[config.mk]
export PLATFORM = sky130hd
export DESIGN_NAME = uart_tx_arbiter
export DESIGN_NICKNAME = d
export VERILOG_FILES = /design/src/rtl/uart_arb_pkg.sv /design/src/rtl/rr_picker.sv /design/src/rtl/uart_tx_arbiter.sv
export SDC_FILE = /design/constraint.sdc
export NUM_CORES = 1
export LEC_CHECK = 0
export CAP_MARGIN = 10
export CORE_AREA = 2 2 71 56
export DETAILED_ROUTE_END_ITERATION = 16
export DIE_AREA = 0 0 73 58
export PLACE_DENSITY = 0.69
export SETUP_SLACK_MARGIN = 0.02
export SKIP_CTS_REPAIR_TIMING = 1
export SYNTH_ARGS = -nofsm -noshare
export SYNTH_HDL_FRONTEND = slang
export SYNTH_SLANG_ARGS = --single-unit
[constraint.sdc]
create_clock -name CLK -period 2.3 [get_ports CLK]
set_input_delay 0.46 -clock CLK [delete_from_list [all_inputs] [get_ports CLK]]
set_output_delay 0.46 -clock CLK [all_outputs]
set_load 0.01 [all_outputs]
[src/rtl/uart_arb_pkg.sv]
// Shared types and constants for the UART TX arbiter.
package uart_arb_pkg;

   localparam int unsigned BYTE_W = 8;

   typedef enum logic [1:0] {
      IDLE      = 2'd0,
      ISSUE     = 2'd1,
      WAIT_RISE = 2'd2,
      WAIT_FALL = 2'd3
   } state_t;

endpackage

[src/rtl/rr_picker.sv]
// Combinational rotate-priority picker: first valid index after pointer, wrapping.
module rr_picker #(
   parameter int unsigned NUM_REQ = 4,
   parameter int unsigned GNT_W   = 2
) (
   input  logic [NUM_REQ-1:0] valid,
   input  logic [GNT_W-1:0]   pointer,
   output logic [GNT_W-1:0]   winner,
   output logic               any
);

   logic [2*NUM_REQ-1:0] dbl;
   logic [NUM_REQ-1:0]   rot;
   int unsigned          w;

   // Rotate so that bit 0 is the index just after the pointer.
   always_comb begin
      dbl = {valid, valid} >> (32'(pointer) + 1);
      rot = dbl[NUM_REQ-1:0];
   end

   // Lowest set bit of the rotated vector, mapped back to an absolute index.
   always_comb begin
      any    = 1'b0;
      w      = 0;
      winner = pointer;
      for (int unsigned j = 0; j < NUM_REQ; j++) begin
         if (!any && rot[j]) begin
            any = 1'b1;
            w   = 32'(pointer) + 1 + j;
            if (w >= NUM_REQ) w = w - NUM_REQ;
            winner = GNT_W'(w);
         end
      end
   end

endmodule

[src/rtl/uart_tx_arbiter.sv]
// Round-robin arbiter sharing one UART transmitter among NUM_REQ byte producers.
// Optional burst lock enabled by defining UART_ARB_LOCK_EN (adds req_lock port).
module uart_tx_arbiter
   import uart_arb_pkg::*;
#(
   parameter int unsigned NUM_REQ  = 4,
   parameter int unsigned GNT_W    = 2,
   parameter int unsigned BUSY_TMO = 15,
   parameter int unsigned TMO_W    = 4
) (
   input  logic                      CLK,
   input  logic                      RST,
   input  logic [NUM_REQ-1:0]        req_valid,
   input  logic [BYTE_W*NUM_REQ-1:0] req_data,
   output logic [NUM_REQ-1:0]        req_ready,
`ifdef UART_ARB_LOCK_EN
   input  logic [NUM_REQ-1:0]        req_lock,
`endif
   input  logic                      tx_busy,
   output logic                      tx_data_valid,
   output logic [BYTE_W-1:0]         tx_p_data,
   output logic [GNT_W-1:0]          grant_id,
   output logic                      arb_busy,
   output logic                      tmo_err
);

   state_t              state, state_n;
   logic [GNT_W-1:0]    ptr, ptr_n, grant_n;
   logic [GNT_W-1:0]    pick_idx, win_idx;
   logic                pick_any, lock_hit;
   logic [BYTE_W-1:0]   win_byte, data_n;
   logic [TMO_W-1:0]    cnt, cnt_n;
   logic [NUM_REQ-1:0]  ready_n;
   logic                valid_n, tmo_n;

   rr_picker #(
      .NUM_REQ (NUM_REQ),
      .GNT_W   (GNT_W)
   ) u_picker (
      .valid   (req_valid),
      .pointer (ptr),
      .winner  (pick_idx),
      .any     (pick_any)
   );

   // A locked, still-valid previous grantee bypasses the rotation.
`ifdef UART_ARB_LOCK_EN
   assign lock_hit = req_lock[grant_id] & req_valid[grant_id];
`else
   assign lock_hit = 1'b0;
`endif
   assign win_idx = lock_hit ? grant_id : pick_idx;

   // Select the winner's byte from the flat request bus.
   always_comb begin
      win_byte = '0;
      for (int unsigned i = 0; i < NUM_REQ; i++) begin
         if (GNT_W'(i) == win_idx) win_byte = req_data[i*BYTE_W +: BYTE_W];
      end
   end

   // Next-state and next-output logic.
   always_comb begin
      state_n = state;
      ptr_n   = ptr;
      grant_n = grant_id;
      data_n  = tx_p_data;
      cnt_n   = '0;
      valid_n = 1'b0;
      ready_n = '0;
      tmo_n   = 1'b0;
      case (state)
         IDLE: begin
            // A Busy TX here belongs to a frame we did not issue; wait it out.
            if (pick_any && !tx_busy) begin
               state_n = ISSUE;
               ptr_n   = win_idx;
               grant_n = win_idx;
               data_n  = win_byte;
               valid_n = 1'b1;
               ready_n = NUM_REQ'(1) << win_idx;
            end
         end
         ISSUE: state_n = WAIT_RISE;
         WAIT_RISE: begin
            if (tx_busy) begin
               state_n = WAIT_FALL;
            end else if (cnt == TMO_W'(BUSY_TMO - 1)) begin
               state_n = IDLE;
               tmo_n   = 1'b1;
            end else begin
               cnt_n = cnt + TMO_W'(1);
            end
         end
         WAIT_FALL: if (!tx_busy) state_n = IDLE;
         default:   state_n = IDLE;
      endcase
   end

   // State and registered outputs.
   always_ff @(posedge CLK) begin
      if (RST) begin
         state         <= IDLE;
         ptr           <= GNT_W'(NUM_REQ - 1);
         grant_id      <= '0;
         tx_p_data     <= '0;
         cnt           <= '0;
         tx_data_valid <= 1'b0;
         req_ready     <= '0;
         arb_busy      <= 1'b0;
         tmo_err       <= 1'b0;
      end else begin
         state         <= state_n;
         ptr           <= ptr_n;
         grant_id      <= grant_n;
         tx_p_data     <= data_n;
         cnt           <= cnt_n;
         tx_data_valid <= valid_n;
         req_ready     <= ready_n;
         arb_busy      <= (state_n != IDLE);
         tmo_err       <= tmo_n;
      end
   end

endmodule

# Yosys cells after proc, flatten, opt, wreduce, memory -nomap -nowiden
# Index checks and enable logic that the tools add are counted.
[classes]
shift = 2
bitwise = 3
reduce_logical = 16
n_mux = 23
n_eq_ne = 7
addsub = 9
order_cmp = 4
[op_table]
columns = ["cell", "count"]
rows = [
  ["32-bit by 3-bit >= comparator with 1-bit output, second input constant", 3],
  ["8-bit two-way mux", 4],
  ["2-bit two-way mux", 12],
  ["3-bit by 2-bit adder with 4-bit output, second input constant", 2],
  ["2-bit one-hot mux with 4 select lines", 1],
  ["8-bit by 3-bit >> shifter with 4-bit output", 1],
  ["2-bit by 1-bit subtractor with 2-bit output, second input constant", 4],
  ["1-bit two-way mux", 6],
  ["3-bit OR reduction", 2],
  ["3-bit by 1-bit adder with 4-bit output, second input constant", 1],
  ["4-bit by 1-bit adder with 4-bit output, second input constant", 1],
  ["2-bit equality test, first input constant", 2],
  ["2-bit equality test, second input constant", 2],
  ["4-bit equality test, second input constant", 1],
  ["1-bit logical AND", 4],
  ["1-bit zero test", 4],
  ["2-bit zero test", 2],
  ["4-bit OR reduction", 1],
  ["1-bit by 2-bit left shift with 4-bit output, first input constant", 1],
  ["2-bit by 1-bit adder with 3-bit output, second input constant", 1],
  ["3-bit >= comparator, second input constant", 1],
  ["1-bit inverter", 3],
  ["1-bit by 2-bit equality test with 1-bit output, first input constant", 1],
  ["2-bit by 1-bit equality test with 1-bit output, second input constant", 1],
  ["other kinds (3)", 3],
]
[word_totals]
ff_bits = 25
input_bits = 39

# Logic depth before layout (Yosys ltp)
# Gate-level depths: netlist of run 1.
[depth]
word_depth = 17
depth_mapped = 7

# Cells and area by module
# A second synthesis of run 1 with hierarchy kept.
[hier_totals]
hier_cells = 115
hier_area_um2 = 1161.1
[by_module_without_submodules]
columns = ["mod", "instances", "area_per_inst_um2", "cells_each", "seq_area_each_um2"]
rows = [
  ["uart_tx_arbiter", 1, 1086.0, 103, 500.5],
  ["rr_picker", 1, 75.1, 12, 0.0],
]

# Worst setup path after synthesis of run 1
# No wires, ideal clock.
[synth_timing]
path_kind = "register to register"
from = "register ptr[1]"
to = "register tx_p_data[2]"
stages_incl_launch_ff = 8
arrival_time_ns = 1.406
setup_time_ns = 0.135
path_slack_ns = 0.759
t_required_ns = 2.165
path_cell_list = "dfxtp_1 -> buf_6 -> mux2i_1 -> o22ai_2 -> nor2_8 -> buf_12 -> mux2i_1 -> o221ai_1"
[synth_via]
elab_chain_cells = 17
elab_cells_between_ends = 41
cone_classes = "add/sub (8); order compare (4); eq/ne (3); shift (1); mux (16); reduce/logical (9)"
[synth_lines]
columns = ["element", "line_no", "text"]
rows = [
  ["start, declared", "uart_tx_arbiter.sv:28", "logic [GNT_W-1:0] ptr, ptr_n, grant_n;"],
  ["start signal, assigned", "uart_tx_arbiter.sv:104", "ptr <= GNT_W'(NUM_REQ - 1);"],
  ["start signal, assigned", "uart_tx_arbiter.sv:114", "ptr <= ptr_n;"],
  ["branches (longest 17 deep; another with 32-bit by 3-bit >= comparator with 1-bit output)", "-", ""],
  ["end signal, assigned", "uart_tx_arbiter.sv:116", "tx_p_data <= data_n;"],
  ["end, declared", "uart_tx_arbiter.sv:21", "output logic [BYTE_W-1:0] tx_p_data,"],
]
# Several ways; the timed one is not identified.
# A chain may end at the register's enable or synchronous reset.

# Final worst setup path of run 1
[layout_timing]
from = "input port req_valid[1]"
to = "register tx_p_data[5]"
[layout_via]
elab_chain_cells = 16
elab_cells_between_ends = 25
cone_classes = "eq/ne (3); shift (1); mux (12); reduce/logical (9)"
[layout_lines]
columns = ["element", "line_no", "text"]
rows = [
  ["start, declared", "uart_tx_arbiter.sv:13", "input logic [NUM_REQ-1:0] req_valid,"],
  ["8-bit by 3-bit >> shifter with 4-bit output *", "rr_picker.sv:18", "dbl = {valid, valid} >> (32'(pointer) + 1);"],
  ["1-bit two-way mux", "rr_picker.sv:28", "if (!any && rot[j]) begin"],
  ["1-bit zero test", "rr_picker.sv:28", ""],
  ["1-bit logical AND", "rr_picker.sv:28", ""],
  ["1-bit two-way mux", "rr_picker.sv:28", ""],
  ["1-bit zero test", "rr_picker.sv:28", ""],
  ["1-bit logical AND", "rr_picker.sv:28", ""],
  ["1-bit two-way mux", "rr_picker.sv:28", ""],
  ["1-bit zero test", "rr_picker.sv:28", ""],
  ["1-bit logical AND", "rr_picker.sv:28", ""],
  ["2-bit two-way mux", "rr_picker.sv:28", ""],
  ["2-bit zero test", "uart_tx_arbiter.sv:58", "if (GNT_W'(i) == win_idx) win_byte = req_data[i*BYTE_W +: BYTE_W];"],
  ["8-bit two-way mux (4 in series)", "uart_tx_arbiter.sv:58", ""],
]
# Mark *: on every way between the ends. The rest lies on a longest branch, timed or not.

==> flow_summary.toml, run 1 <==
[worst_hold_path]
whs_path_depth = 1
hold_class = "flip-flop to flip-flop"
worstHoldStart = "cnt[0]"
hold-path-endpoint = "cnt[0]"

[detailed_routing]
wl_met1_um = 1190
vias = 1060
drc = 0
met3_length_um = 89
wirelength_um = 3010
dr.pass1.iters = 4
drtIter0Drc = 47
wire_per_inst_um = 14.0
dr_wl_met2_um = 1700
highest_layer = "met4"
antenna_left = 0
viasPerCell = 4.93

[timing]
slew_headroom_pct = 73.9
slew_violations = 0
fin_crit_sh_pct = 85.8
final.setup.tns_ns = 0
skew_ns = 0.00173
whs_ns = 0.473
setup_viol = 0
final_period_minus_worst_setup_slack_ns = 1.97
timing.fmax_mhz = 506
hold_viol = 0
tightest_slew_ns = 0.391
rsz0062_at_grt = "false"

[clocking]
cts_max_level = 1
clock_latency_ns = 0.27
cts_buffers = 3
cts.path.max_buffers = 2
cts_root_buf = "clkbuf_8"
cts_tree = "built"
cts_sinks = 25
clk_pin_slew_ns = 0.08

[grt]
grt_pass1_vias = 1068
grt-ovfl-total = 0
grt_pass1_wl_um = 4980
gr-usage-all-layers_pct = 15.4
antenna_found_initial = 0
grt_max_degree = 20

[setup_path]
path_cells = "clkdlybuf4s50_1, mux2i_1, o22ai_2, nor2_8, mux2i_1, o221ai_1"
r2r_start = "ptr[1]"
cp_num_buf_inv = 1
cp-end-kind = "flip-flop"
cp.depth = 6
worstSetupPathType = "input pin to flip-flop"
crit_top_cell = "mux2i_1"
cp_data_arrival_time_ns = 2.11
regToRegSetupSlack_ns = 0.52
critPathSlowestCell = "clkdlybuf4s50_1"
cp_top_family = "buffers and inverters"
r2r_end = "tx_p_data[5]"
worstSetupStartpointType = "input pin"
max_stage_delay_ns = 0.51
cp_data_required_time_ns = 2.43
crit_fanout = 19
reg2reg_depth = 5

[synth]
synth_nets = 157
yosys_warnings = 0
synth_mux_area_share_pct = 14.1
synth_area_um2 = 1200
synth-xor-area-share_pct = 1.46
yosys_most_used_dff = "dfxtp_1"
synth-simple-area-share_pct = 21.7
yosysUniqueCellTypes = 34
ys_ff_latch = 25
synth.avg_cell_area_um2 = 10.4
synth-adder-area-share_pct = 2.08
synth_edf_count = 0
synth_compound_area_share_pct = 14.4
synth_top_family_by_area = "simple AND/OR/NAND/NOR gates"
ys_seq_area_share_pct = 41.6
ys_async_sr_fraction_pct = 0
postSynthCellCount = 116

[pwr]
powerDensity_nw_per_um2 = 581
vdd_drop_max_mv = 0.313
p_leak_nw = 0.725

[floorplan]
start_util_pct = 34.0
io_pins = 56
die_h_um = 58
die_w_um = 73
die_area_um2 = 4230
coreArea_um2 = 3540
row_count = 19

[flow_run]
max_cap_viol_count = 0

[final_layout]
syn_to_final_growth_pct = 52.1
fin_cells = 215
drive_above_1_share_pct = 8.09
diodes = 0
fin_nets = 215
regArea_um2 = 500
most-common-layout-cells = "clkdlybuf4s50_1, dfxtp_1, mux2i_1"
num-fill-cells = 325
multi_input_area_um2 = 648
final_common_cell = "clkdlybuf4s50_1"

[place]
hpwl_um = 2420
gp_congestion = 0.713
placed_cells = 211
numPortBuffers = 55

[outcome]
run_status = "finished clean"
area by class of cell:
class,count,share of cell area (%)
repair buffers,58,31.3
well taps,42,2.87
multi-input cells,83,35.4
inverters,3,0.615
flip-flops and latches,25,27.3
clock buffers,4,2.46
stage by stage:
stage | total power, mW | util, % | cell area (um2) | worst slack (ns)
floorplan | 0.670 | - | 1200 | 0.759
global placement | 0.811 | 50.4 | 1790 | 0.126
detailed placement | 0.819 | 50.4 | 1790 | 0.0170
CTS | 1.08 | 51.7 | 1830 | 0.314
global route | 1.12 | 51.7 | 1830 | 0.163
finish | 1.06 | 51.7 | 1830 | 0.326
flip-flops by register name (all words and copies together) (netlist names):
register and count:
req_ready 4, grant_id 2, tx_data_valid 1, tmo_err 1
state 2, tx_p_data 8, cnt 4, ptr 2
arb_busy 1
worst reg2reg max path, cell delays in order, from the launching register on:
cell,delay (ns)
dfxtp_1,0.46
mux2i_1,0.24
o22ai_2,0.15
nor2_8,0.34
mux2i_1,0.29
o221ai_1,0.16
kinds of logic (layout without fill, tap and decap cells):
logic type | count (synthesis) | count (layout)
flops | 25 | 25
compound gates | 19 | 19
fa+ha+maj | 2 | 2
simple gates | 43 | 43
mux | 17 | 17
xor+xnor | 2 | 2
buf+inv | 8 | 65
worst max-delay path by stage:
stage	slack [ns]	startpoint	end
6_report	0.33	req_valid[1]	tx_p_data[5]
3_5_place_dp	0.02	req_valid[3]	tx_p_data[5]
4_1_cts	0.31	req_valid[1]	tx_p_data[5]
2_1_floorplan	0.76	ptr[1]	tx_p_data[2]
5_1_grt	0.16	req_valid[3]	tx_p_data[7]
3_3_place_gp	0.13	req_valid[3]	tx_p_data[2]
Yosys cell counts, types with 2 or more instances:
library cell	number	area share, %
nand2b_1	3	1.6
a21oi_1	4	1.7
ha_1	2	2.1
nand3b_1	8	5.0
nand2_1	4	1.2
dfxtp_1	25	42
o221ai_1	8	5.8
nand3_1	2	0.83
clkbuf_1	2	0.62
nor3_1	5	2.1
mux2i_1	17	14
nor2b_1	2	1.0
inv_1	3	0.94
nor2_1	11	3.4
metal layers:
layer | track usage [%] | vias to the layer above
li1 | - | 537
met1 | 18.2 | 504
met2 | 27.5 | 15
met3 | 3.83 | 4
met4 | 4.76 | 0
met5 | 0 | -
where the power goes:
group	internal [mW]	total (mW)	switching, mW
combinational	0.182	0.312	0.129
sequential	0.469	0.495	0.0253
clock	0.124	0.258	0.134
(Power assumes the default switching activity.)
==> run 2: changes to the inputs <==
- SKIP_CTS_REPAIR_TIMING: 1 -> default
- clock period: 2.3 -> 1.9 ns (I/O delays scaled with it)
==> flow_summary.toml, run 2 (synthesized netlist as in run 1, its figures left out) <==
[floorplan]
die_area_um2 = 4230
start_util_pct = 34.0
row_count = 19
die_h_um = 58
io_pins = 56
coreArea_um2 = 3540
die_w_um = 73

[setup_path]
crit_path_start = "req_valid[3]"
cp_data_required_time_ns = 2.03
r2r_end = "tx_p_data[7]"
reg2reg_depth = 6
crit_fanout = 16
cp_data_arrival_time_ns = 1.93
r2r_start = "ptr[1]"
worstSetupStartpointType = "input pin"
crit_end = "tx_p_data[7]"
regToRegSetupSlack_ns = 0.16
cp-end-kind = "flip-flop"
worstSetupPathType = "input pin to flip-flop"

[timing]
fin_crit_sh_pct = 94.6
slew_headroom_pct = 79.5
tightest_slew_ns = 0.307
skew_ns = 0.00510
final_period_minus_worst_setup_slack_ns = 1.80
timing.fmax_mhz = 557
hold_viol = 0
slew_violations = 0
setup_viol = 0
fin_ws_ns = 0.104

[place]
gp_congestion = 0.718
dp_slack_ns = -0.244
numPortBuffers = 55
place_area_um2 = 1860
hpwl_um = 2590
placed_cells = 219

[clocking]
clock_latency_ns = 0.26
cts.path.max_buffers = 2
cts_max_level = 1
cts_tree = "built"
cts_root_buf = "clkbuf_8"
cts_buffers = 3
clk_pin_slew_ns = 0.08
hold_buffers = 0
cts_sinks = 25

[final_layout]
fin_nets = 223
num-fill-cells = 325
diodes = 0
regMostFlops = "tx_p_data"
fin_cells = 223
fin_area_um2 = 1920
most-common-layout-cells = "clkdlybuf4s50_1, dfxtp_1, mux2i_1"
drive_above_1_share_pct = 14.4
reg_top3 = "tx_p_data x8, cnt x4, req_ready x4"
largest_reg_flops = 8
syn_to_final_growth_pct = 59.4
final_common_cell = "clkdlybuf4s50_1"

[detailed_routing]
vias = 1117
viasPerCell = 5.01
wire_per_inst_um = 14.2
antenna_left = 0
dr.pass1.iters = 4
drtIter0Drc = 34
drc = 0
wirelength_um = 3170

[flow_run]
max_cap_viol_count = 0

[pwr]
vdd_drop_max_mv = 0.351
powerDensity_nw_per_um2 = 688
p_leak_nw = 0.772

[grt]
antenna_found_initial = 0
grt_pass1_wl_um = 5000
grt_max_degree = 17
gr-usage-all-layers_pct = 15.1
grt-ovfl-total = 0
grt_pass1_vias = 1160

[outcome]
run_status = "finished clean"

[worst_hold_path]
hold_class = "flip-flop to flip-flop"
run 2: power breakdown:
| group | switching [mW] | internal (mW) | leakage [nW] |
|---|---|---|---|
| sequential | 0.0323 | 0.568 | 0.205 |
| combinational | 0.166 | 0.248 | 0.544 |
| clock | 0.156 | 0.150 | 0.0228 |
| total | 0.354 | 0.966 | 0.772 |
run 2: what timing repair did:
action,4_1_cts,5_1_grt
buffers inserted,0,0
setup endpoints to repair,0,8
resized for setup,0,5
run 2: stage by stage:
| stage | TNS, ns | utilization, % | hold WS, ns | total power [mW] |
|---|---|---|---|---|
| final | 0 | 54.2 | 0.467 | 1.32 |
| after global routing | -0.00365 | 54.2 | 0.488 | 1.39 |
| after CTS | 0 | 53.7 | 0.473 | 1.33 |
| after detailed placement | -2.33 | 52.5 | 0.454 | 1.02 |
| after global placement | -1.13 | 52.5 | 0.439 | 1.01 |
| after floorplan | 0 | - | 0.430 | 0.811 |
run 2: worst min path at each step:
stage	start	end	slack, ns	cells after the start
floorplan	cnt[0]	cnt[0]	0.43	1
global placement	cnt[0]	cnt[0]	0.44	1
detailed placement	cnt[0]	cnt[0]	0.45	1
CTS	cnt[0]	cnt[0]	0.47	1
global route	cnt[0]	cnt[0]	0.49	1
finish	cnt[0]	cnt[0]	0.47	1
run 2: layout make-up:
class                      count  area, um2  share of cell area [%]
clock buffer                   4       45.0                    2.35
tap                           42       52.6                    2.74
multi-input combinational     83        661                    34.4
inverter                       3       11.3                   0.587
timing repair buffer          66        648                    33.8
sequential                    25        500                    26.1
run 2: layer usage:
layer	vias up	global-route usage, %	wire length, um
li1	551	-	-
met1	544	16.6	1250
met2	18	28.6	1780
met3	4	3.83	109
met4	0	3.97	27
met5	-	0	0
run 2: worst max-delay path: stages:
cell,delay [ns]
clkdlybuf4s50_1,0.49
mux2i_2,0.21
o22ai_2,0.14
nor2_8,0.13
buf_12,0.17
mux2i_2,0.25
o221ai_1,0.15
==> run 3: changes to the inputs <==
- MAX_ROUTING_LAYER: default -> met4
==> flow_summary.toml, run 3 (synthesized netlist as in run 1, its figures left out) <==
[outcome]
run_status = "finished clean"

[pwr]
seqPwrFrac_pct = 45.5
p_sw_uw = 354
pwr-share-comb_pct = 31.3
power.share.clock_pct = 23.2
powerDensity_nw_per_um2 = 688
switching_share_pct = 26.8
intPower_uw = 966
vdd_drop_max_mv = 0.351
p_leak_nw = 0.772

[place]
dp_slack_ns = -0.244
numPortBuffers = 55
gp_congestion = 0.726
hpwl_um = 2590

[timing]
tightest_slew_ns = 0.307
setup_viol = 0
fin_ws_ns = 0.103
skew_ns = 0.00512
timing.fmax_mhz = 556
final_period_minus_worst_setup_slack_ns = 1.80
fin_crit_sh_pct = 94.6
slew_headroom_pct = 79.5
slew_violations = 0
hold_viol = 0
final.setup.tns_ns = 0

[final_layout]
final_common_cell = "clkdlybuf4s50_1"
finish.utilization_pct = 54.2
reg_top3 = "tx_p_data x8, cnt x4, req_ready x4"
fin_nets = 223
regMostFlops = "tx_p_data"
diodes = 0
syn_to_final_growth_pct = 59.4
largest_reg_flops = 8
drive_above_1_share_pct = 14.4
most-common-layout-cells = "clkdlybuf4s50_1, dfxtp_1, mux2i_1"

[grt]
gr-usage-all-layers_pct = 15.6
grt_max_degree = 17
grt-ovfl-total = 0
antenna_found_initial = 0
grt_pass1_vias = 1161
grt_pass1_wl_um = 4990

[setup_path]
cp-end-kind = "flip-flop"
max_stage_delay_ns = 0.49
cp_data_required_time_ns = 2.03
cp_data_arrival_time_ns = 1.93
cp_top_family = "buffers and inverters"
worstSetupPathType = "input pin to flip-flop"
worstSetupStartpointType = "input pin"
crit_top_cell = "mux2i_2"
critPathSlowestCell = "clkdlybuf4s50_1"
path_cells = "clkdlybuf4s50_1, mux2i_2, o22ai_2, nor2_8, buf_12, mux2i_2, o221ai_1"
crit_fanout = 16
cp_num_buf_inv = 2
crit_path_start = "req_valid[3]"
r2r_start = "ptr[1]"

[clocking]
cts_buffers = 3
cts_max_level = 1
clk_pin_slew_ns = 0.08
cts_tree = "built"
cts_setup_buffers = 0
cts_root_buf = "clkbuf_8"
clock_latency_ns = 0.26
cts.path.max_buffers = 2
cts_sinks = 25

[detailed_routing]
drtIter0Drc = 34
vias = 1116
dr.pass1.iters = 4
viasPerCell = 5.00
drc = 0
wire_per_inst_um = 14.2
antenna_left = 0
wirelength_um = 3170

[flow_run]
max_cap_viol_count = 0

[worst_hold_path]
worstHoldStart = "cnt[0]"
hold_class = "flip-flop to flip-flop"

[floorplan]
io_pins = 56
die_h_um = 58
die_w_um = 73
start_util_pct = 34.0
row_count = 19
die_area_um2 = 4230
coreArea_um2 = 3540
==> run 3: cell counts in the layout (fill, tap and decap cells not counted) <==
Identical to the previous run, type by type.
==> run 3: layer usage <==
| metal | track usage (%) | share of wire, % | vias up |
|---|---|---|---|
| met4 | 3.97 | 0.73 | 0 |
| met3 | 3.83 | 3.5 | 2 |
| li1 | - | - | 551 |
| met1 | 16.6 | 39 | 545 |
| met2 | 28.6 | 56 | 18 |
| met5 | - | 0 | - |
==> run 3: what timing repair did <==
item,4_1_cts,5_1_grt
hold buffers,0,0
resized for setup,0,5
setup endpoints to repair,0,8
==> run 3: power by group through the flow <==
stage          clock [mW]  combinational [mW]  sequential, mW
3_5_place_dp            0               0.411           0.612
3_3_place_gp            0               0.400           0.609
6_report            0.306               0.414           0.600
4_1_cts             0.318               0.412           0.600
5_1_grt             0.337               0.445           0.606
2_1_floorplan           0               0.191           0.620
==> run 3: metrics by stage <==
stage	power [mW]	instance area [um2]	hold slack (ns)	cells
floorplan	0.811	1200	0.430	116
global placement	1.01	1860	0.439	219
detailed placement	1.02	1860	0.454	219
CTS	1.33	1900	0.473	223
global route	1.39	1920	0.488	223
finish	1.32	1920	0.467	223
==> run 3: final timing paths <==
check / end / slack [ns] / depth (start not counted)
max: tx_p_data[7] / 0.10 / 7
min: cnt[0] / 0.47 / 1
max reg2reg: tx_p_data[7] / 0.16 / 6
min reg2reg: cnt[0] / 0.47 / 1
==> run 3: worst register-to-register path: stages (launching register included) <==
cell	delay (ns)
dfxtp_1	0.49
mux2i_2	0.28
o22ai_2	0.14
nor2_8	0.13
buf_12	0.17
mux2i_2	0.26
o221ai_1	0.15
==> run 3: cell type report <==
cell class | instances | area (um2)
clock buffer | 4 | 45.0
fill | 325 | 1620
inverter | 3 | 11.3
multi-input combinational | 83 | 661
sequential | 25 | 500
tap | 42 | 52.6
timing repair buffer | 66 | 648
==> RTL edit, RTL diff (settings of run 3) <==
`TMO_W`: 4 -> 3.
--- a/src/rtl/uart_tx_arbiter.sv
+++ b/src/rtl/uart_tx_arbiter.sv
@@ -6,7 +6,7 @@
    parameter int unsigned NUM_REQ  = 4,
    parameter int unsigned GNT_W    = 2,
    parameter int unsigned BUSY_TMO = 15,
-   parameter int unsigned TMO_W    = 4
+   parameter int unsigned TMO_W    = 3
 ) (
    input  logic                      CLK,
    input  logic                      RST,
Behaviour: not the same (a bounded check fails within 10 cycles, from zero or initial values and one cycle with RST high).
==> RTL edit against run 3 <==
Via count grew 22%. Routed wire length grew 12%. Setup slack lost 7.9 ps. Count of clock-buffer cells in the layout shrank 1. Sequential cell count shrank 1. Synthesized cell count grew 29%. Core utilization grew 3.3 points. Power grew 13%. Design area grew 6.1%. Sequential power shrank 3.7%. First-iteration DRC count grew 130%. Critical path type unchanged. Maximum frequency shrank 0.44%. Non-clock buffer count grew 11. Largest power group unchanged. Area after synthesis grew 1.0%. Largest cell class is now buffers.
==> RTL edit: results (changes against run 3) <==
Final layout
  • Fraction of layout cells with a size suffix above 1: 15.2% (was 14.4%)
  • Ant. Diodes: 0 (unchanged)
  • Non-filler cells, final: 265 (was 223)
  • Largest regs: tx_p_data x8, req_ready x4, cnt x3 (was tx_p_data x8, cnt x4, req_ready x4)
  • Fill count: 322 (was 325)

Power
  • Leakage power: 0.832 nW (was 0.772 nW)
  • Internal power: 1.10 mW (was 0.966 mW)
  • Worst VDD drop: 0.328 mV (was 0.351 mV)

Logic synthesis
  • Seq/Total Area, Yosys: 39.5% (was 41.6%)
  • Post-Synthesis Net Count: 191 (was 157)
  • Post-Synth Adder-Cell Area: 2.06% (was 2.08%)
  • Asr flop ratio synth: 0% (unchanged)
  • Synth Warn #: 0 (unchanged)
  • Count of cell types in the netlist: 33 (was 34)
  • Top cells by count, synth: 24 x dfxtp_1, 14 x nand2_1, 12 x a21oi_1, 12 x nor2_1, 11 x a31oi_1 (was 25 x dfxtp_1, 17 x mux2i_1, 11 x nor2_1)
  • Post-synthesis xor/xnor area fraction: 0.720% (was 1.46%)
  • Post-synthesis mux area share: 0% (was 14.1%)
  • Synth area leaders: dfxtp_1 40%, a31oi_1 5.7%, a21oi_1 4.9% (was dfxtp_1 42%, mux2i_1 14%, o221ai_1 5.8%)
  • Synth Area in Compound Gates: 31.8% (was 14.4%)
  • Syn_area_per_cell: 8.11 um^2 (was 10.4 um^2)

GRT
  • First-pass GRT wire length: 5.98 mm (was 4.99 mm)
  • Initial antenna violation count: 0 (unchanged)
  • Largest net degree at the start of global routing: 15 (was 17)
  • GRT Resource Usage Total: 18.6% (was 15.6%)

Placement
  • I/O Buffers: 55 (unchanged)
  • GPL Wtd Cong: 0.779 (was 0.726)
  • Post-DP HPWL: 2.85 mm (was 2.59 mm)
  • Dpl cells: 261 (was 219)

STA
  • Post-Route Skew: 1.44 ps (was 5.12 ps)
  • Worst Tran Pin Value: 422 ps (was 307 ps)

Worst setup path
  • Worst-path fanout max: 8 (was 16)

Detailed routing
  • DR iter-0 viols: 77 (was 34)
  • Vias post-DR: 1358 (was 1116)
  • Routed WL per cell: 13.4 um (was 14.2 um)

Clock tree
  • CTS Buffer Depth: 2 (unchanged)

Status
  • Status: completed (unchanged)
## RTL edit: logic make-up after synthesis
group,after synthesis
AO/OA/AOI/OAI,59
buffers and inverters,15
flip-flops,24
AND/OR/NAND/NOR,49
adder cells (fa/ha/maj),2
XOR/XNOR,1
## RTL edit: path summary, 6_finish.rpt
check | startpoint | endpoint | slack, ps | cells after the start
hold / removal | cnt[0] | cnt[0] | 450 | 1
setup reg to reg | ptr[1] | tx_p_data[4] | 260 | 6
setup / recovery | req_valid[1] | tx_p_data[4] | 100 | 7
hold reg to reg | cnt[0] | cnt[0] | 450 | 1
## RTL edit: per-stage QoR
stage | hold slack [ps] | area [um^2] | setup TNS, ps | setup WS [ps] | utilization, %
CTS | 455 | 2010 | 0 | 74.7 | 56.8
detailed placement | 442 | 1940 | -1730 | -206 | 54.8
global route | 480 | 2040 | 0 | 21.8 | 57.5
global placement | 427 | 1940 | -1140 | -155 | 54.8
floorplan | 417 | 1220 | 0 | 418 | -
finish | 449 | 2040 | 0 | 95.1 | 57.5
## RTL edit: layout make-up
cell class                 count  area, um^2  share of cell area (%)
timing repair buffer          77         718                    35.3
clock buffer                   3        41.3                    2.03
sequential                    24         480                    23.6
multi-input combinational    111         687                    33.7
clock inverter                 1        30.0                    1.48
tap                           42        52.6                    2.58
inverter                       7        26.3                    1.29
## RTL edit: per-layer routing
layer  global-route usage, %  share of wire, %  wire (um)
met1                    24.2                45       1610
met2                    29.0                47       1690
met3                    4.17               6.3        223
met4                    5.56               1.0         37
met5                       -                 0          0
## RTL edit: power groups by stage
stage / combinational (mW) / sequential (mW) / clock (mW)
final: 0.470 / 0.578 / 0.444
after global routing: 0.513 / 0.584 / 0.468
after CTS: 0.463 / 0.577 / 0.453
after detailed placement: 0.461 / 0.588 / 0
after global placement: 0.452 / 0.586 / 0
after floorplan: 0.199 / 0.594 / 0
## RTL edit: worst max-delay path, stage by stage
cell             delay (ps)
clkdlybuf4s50_1         460
or2_1                   270
a21o_4                  250
buf_4                   160
and3_1                  170
o21ai_1                 150
a31oi_1                 110
